**src/rtl/serial_adder_ctrl.sv**
```systemverilog
// Bit-serial add/subtract controller: latches two operands, streams them LSB first
// through a single full-adder cell with a carry flip-flop, and gathers the parallel result.
module serial_adder_ctrl #(
  parameter  int unsigned WIDTH = 8,
  localparam int unsigned CNT_W = $clog2(WIDTH + 1)
) (
  input  logic             clk,
  input  logic             rst_n,
  input  logic             start,
  input  logic             sub,
  input  logic             c_in,
  input  logic [WIDTH-1:0] a,
  input  logic [WIDTH-1:0] b,
  output logic             busy,
  output logic             done,
  output logic [WIDTH-1:0] sum,
  output logic             c_out
);

  typedef enum logic [1:0] {IDLE, RUN, DONE} state_t;

  state_t           state_q;
  logic [WIDTH-1:0] a_sh_q;
  logic [WIDTH-1:0] b_sh_q;
  logic [WIDTH-1:0] s_sh_q;
  logic [WIDTH-1:0] s_sh_d;
  logic [CNT_W-1:0] cnt_q;
  logic             carry_q;
  logic             busy_q;
  logic             done_q;
  logic [WIDTH-1:0] sum_q;
  logic             c_out_q;
  logic             fa_s;
  logic             fa_c;
  logic [WIDTH:0]   s_cat;

  full_adder u_fa (
    .x_i (a_sh_q[0]),
    .y_i (b_sh_q[0]),
    .c_i (carry_q),
    .s_o (fa_s),
    .c_o (fa_c)
  );

  // Shift via a WIDTH+1 concatenation so the WIDTH=1 case needs no empty slice.
  always_comb begin
    s_cat  = {fa_s, s_sh_q};
    s_sh_d = s_cat[WIDTH:1];
  end

  always_ff @(posedge clk or negedge rst_n) begin
    if (!rst_n) begin
      state_q <= IDLE;
      a_sh_q  <= '0;
      b_sh_q  <= '0;
      s_sh_q  <= '0;
      cnt_q   <= '0;
      carry_q <= 1'b0;
      busy_q  <= 1'b0;
      done_q  <= 1'b0;
      sum_q   <= '0;
      c_out_q <= 1'b0;
    end else begin
      done_q <= 1'b0;
      case (state_q)
        IDLE: begin
          if (start) begin
            // Subtraction is a + ~b + 1, so the carry seeds to 1 and c_in is ignored.
            a_sh_q  <= a;
            b_sh_q  <= sub ? ~b : b;
            carry_q <= sub | c_in;
            cnt_q   <= '0;
            s_sh_q  <= '0;
            busy_q  <= 1'b1;
            state_q <= RUN;
          end
        end
        RUN: begin
          a_sh_q  <= a_sh_q >> 1;
          b_sh_q  <= b_sh_q >> 1;
          s_sh_q  <= s_sh_d;
          carry_q <= fa_c;
          cnt_q   <= cnt_q + 1'b1;
          if (cnt_q == CNT_W'(WIDTH - 1)) begin
            sum_q   <= s_sh_d;
            c_out_q <= fa_c;
            done_q  <= 1'b1;
            state_q <= DONE;
          end
        end
        DONE: begin
          busy_q  <= 1'b0;
          state_q <= IDLE;
        end
        default: state_q <= IDLE;
      endcase
    end
  end

  assign busy  = busy_q;
  assign done  = done_q;
  assign sum   = sum_q;
  assign c_out = c_out_q;

endmodule

// Lab full-adder cell driven by the controller above.
module full_adder (
  input  logic x_i,
  input  logic y_i,
  input  logic c_i,
  output logic s_o,
  output logic c_o
);
  assign s_o = x_i ^ y_i ^ c_i;
  assign c_o = (x_i & y_i) | (c_i & (x_i ^ y_i));
endmodule

```
**config.mk**
```make
export PLATFORM = sky130hd
export DESIGN_NAME = serial_adder_ctrl
export DESIGN_NICKNAME = d
export VERILOG_FILES = /design/src/rtl/serial_adder_ctrl.sv
export SDC_FILE = /design/constraint.sdc
export NUM_CORES = 1
export LEC_CHECK = 0
export BUFFER_PORTS_ARGS = -buffer_cell sky130_fd_sc_hd__buf_4
export CAP_MARGIN = 10
export CELL_PAD_IN_SITES_DETAIL_PLACEMENT = 0
export CELL_PAD_IN_SITES_GLOBAL_PLACEMENT = 1
export CORE_MARGIN = 2
export CORE_UTILIZATION = 46
export CTS_CLUSTER_DIAMETER = 30
export DETAILED_ROUTE_END_ITERATION = 10
export PLACE_DENSITY = 0.91
export SYNTH_ARGS = -nofsm -noshare
export SYNTH_HDL_FRONTEND = slang
export SYNTH_SLANG_ARGS = --single-unit
```
**constraint.sdc**
```tcl
create_clock -name clk -period 2.5 [get_ports clk]
set_input_delay 0.75 -clock clk [delete_from_list [all_inputs] [get_ports clk]]
set_output_delay 0.75 -clock clk [all_outputs]
set_load 0.05 [all_outputs]
```
==> run_results.csv <==
group,metric,value,unit
yosys,ys_seq_area_share,57.0,%
pwr,sequentialPowerShare,42.7,%
final_layout,final_common_cell,"dfrtp_1",
timing,rsz0062_at_grt,"false",
outcome,status,"finished clean",
global_route,antenna_found_initial,0,
final_layout,fillers,341,
clock_tree,postCtsHoldBufs,0,
final_layout,layout.nets,209,
pwr,power_density,1260,nW/µm²
final_layout,regArea,1030,µm²
timing,fin_setup_tns,0,ps
route,drt_pass1_iterations,4,
route,wirelength,3400,µm
clock_tree,root_buffer,"clkbuf_8",
timing,finalSetupViolCount,0,
yosys,synth_area_leaders,"dfrtp_1 (57%), mux2_2 (5.6%), a221o_1 (3.9%)",
yosys,syn_area,1800,µm²
final_layout,multi_input_area,721,µm²
yosys,synth_top_cell_by_area,"dfrtp_1",
clock_tree,cts_setup_buffers,0,
setup_path,arrival,2140,ps
yosys,ys.flop_type,"dfrtp_1",
pwr,p_sw_share,39.7,%
global_route,globalRouteMet1Util,24.1,%
setup_path,worstSetupPathType,"reg2reg",
route,post_drt_wl_per_cell,14.5,µm
die,row_count,22,
die,core-area,3720,µm²
setup_path,crit_fanout,17,
final_layout,insertedDiodeCount,0,
die,io_pins,32,
clock_tree,cts_max_level,2,
timing,max-slew-margin-rel,58.8,%
yosys,synthArstFlopShare,100,%
timing,fin_skew,4.87,ps
timing,fmax,506,MHz
yosys,yosysUniqueCellTypes,28,
yosys,ys_ff_latch,41,
timing,fin_ws,524,ps
pwr,p_clk_share,15.5,%
global_route,grt_pass1_vias,1247,
clock_tree,clk_pin_slew,70,ps
yosys,yosysWarnings,0,
setup_path,worstSetupEndpointType,"register",
global_route,grt_use_total,18.2,%
pwr,switchingPower,0.00108,W
placed_design,place.port_buffers,31,
final_layout,syn2layout_area_growth,19.7,%
route,drt_iter0_markers,76,
pwr,ir_worst_vdd,410,µV
timing,final_max_slew_viol_count,0,
placed_design,finalWeightedCongestion,0.751,
placed_design,dp_hpwl,2420,µm
clock_tree,cts_tree,"done",
route,ant_nets,0,
global_route,grt_pass1_wl,5870,µm
clock_tree,clockBufferDepth,2,
global_route,grt_use_met3,3.04,%
pwr,p_int,0.00163,W
yosys,avgSynthCellArea,11.5,µm²
global_route,grt-ovfl-total,0,
route,drc,0,
global_route,grt_max_degree,42,
yosys,synth_nets,179,
global_route,met2_usage,28.4,%
clock_tree,insertion_delay,290,ps
placed_design,pre_cts_ws,525,ps
timing,worst_pin_slew,613,ps
yosys,synth_top_cell_area_share,57.0,%
die,initial_utilization,48.5,%
clock_tree,cts_resized,0,
die,die_h,66.6,µm
clock_tree,cts_sinks,41,
setup_path,cp-start-kind,"register",
route,vias,1268,
timing,period_share,79.0,%
run,drv_cap,0,
yosys,synth_cells,156,
die,fp.dieW,66.6,µm
global_route,grt_busiest_layer,"met2",
worst_hold_path,hold_path_class,"in2async",
timing,layout_min_cycle_time,1980,ps
yosys,synth-edff-count,0,
die,dieArea,4430,µm²
timing,final-hold-violation-count,0,
pwr,finalPower,0.00271,W
setup_path,required,2670,ps
final_layout,drive_gt1_share,28.5,%
route,via_per_inst,5.42,
pwr,pwr-share-comb,41.8,%
pwr,power_leakage,0.988,nW
final_layout,final_cell_mix,"dfrtp_1 (41), buf_4 (34), nand2_1 (12), nor2_1 (12), o21ai_0 (11)",
clock_tree,cts_buffers,5,
## per-layer routing
layer	up-vias	share of wire [%]	wire [µm]
met5	-	0	0
met4	0	2.1	72
met3	5	2.5	86
met2	20	50	1710
met1	629	45	1530
li1	614	-	-
## cell usage after synthesis, drive strengths merged (3+ instances only)
| cell type | n |
|---|---|
| o21ai | 11 |
| xnor2 | 7 |
| a221o | 7 |
| nor2b | 3 |
| buf | 4 |
| dfrtp | 41 |
| clkbuf | 7 |
| nand2 | 12 |
| and2 | 7 |
| mux2 | 9 |
| a22o | 8 |
| a31oi | 10 |
| a21oi | 4 |
| nor2 | 12 |
## per-stage QoR
step           utilization, %  std cells  hold slack, ps  area, µm²
2_1_floorplan               -        156             442       1800
3_3_place_gp             55.7        227             454       2070
3_5_place_dp             55.7        227             464       2070
4_1_cts                  58.0        234             440       2160
5_1_grt                  58.0        234             461       2160
6_report                 58.0        234             423       2160
## logic make-up after synthesis
group	count (synthesis)	synth area share, %
fa+ha+maj	2	1.81
compound gates	43	16.8
mux	10	6.19
buf+inv	13	2.99
simple gates	39	11.3
xor+xnor	8	3.89
flops	41	57.0
## flip-flops by register name (all words and copies together) (netlist names)
| name | count |
|---|---|
| carry_q | 1 |
| c_out | 1 |
| sum | 8 |
| a_sh_q | 8 |
| done | 1 |
| cnt_q | 4 |
| busy | 1 |
| s_sh_q | 7 |
| b_sh_q | 8 |
| state_q | 2 |
## final timing paths
check | start | endpoint | slack, ps | cells after the start
worst min-delay path | rst_n | a_sh_q[2]$_DFFE_PN0P_ | 420 | 1
worst min register to register | a_sh_q[5]$_DFFE_PN0P_ | a_sh_q[5]$_DFFE_PN0P_ | 480 | 2
worst max-delay path | state_q[0]$_DFFE_PN0P_ | sum[7]$_DFFE_PN0P_ | 520 | 3
worst max register to register | state_q[0]$_DFFE_PN0P_ | sum[7]$_DFFE_PN0P_ | 520 | 3
max in group asynchronous | rst_n | state_q[1]$_DFFE_PN0P_ | 1730 | 1
min in group clk | a_sh_q[5]$_DFFE_PN0P_ | a_sh_q[5]$_DFFE_PN0P_ | 480 | 2
## worst max-delay path: stages, from the launching register on
cell and delay, ps:
dfrtp_1 610, inv_2 210, nor4_4 610, mux2_2 420
## final cells by class
cell class,instances,share of cell area (%)
Clock buffer,7,4.00
Tap cell,48,2.79
Inverter,2,0.348
Multi-Input combinational cell,102,33.4
Timing Repair Buffer,34,11.8
Sequential cell,41,47.6
## power groups by stage
stage / sequential, W / clock, W / combinational [W]
2_1_floorplan: 0.00134 / 0 / 0.000629
6_report: 0.00116 / 0.000421 / 0.00113
3_5_place_dp: 0.00117 / 0 / 0.00114
4_1_cts: 0.00116 / 0.000432 / 0.00114
5_1_grt: 0.00120 / 0.000465 / 0.00124
3_3_place_gp: 0.00115 / 0 / 0.00110
Note: power is estimated with default switching activity, not from simulation.
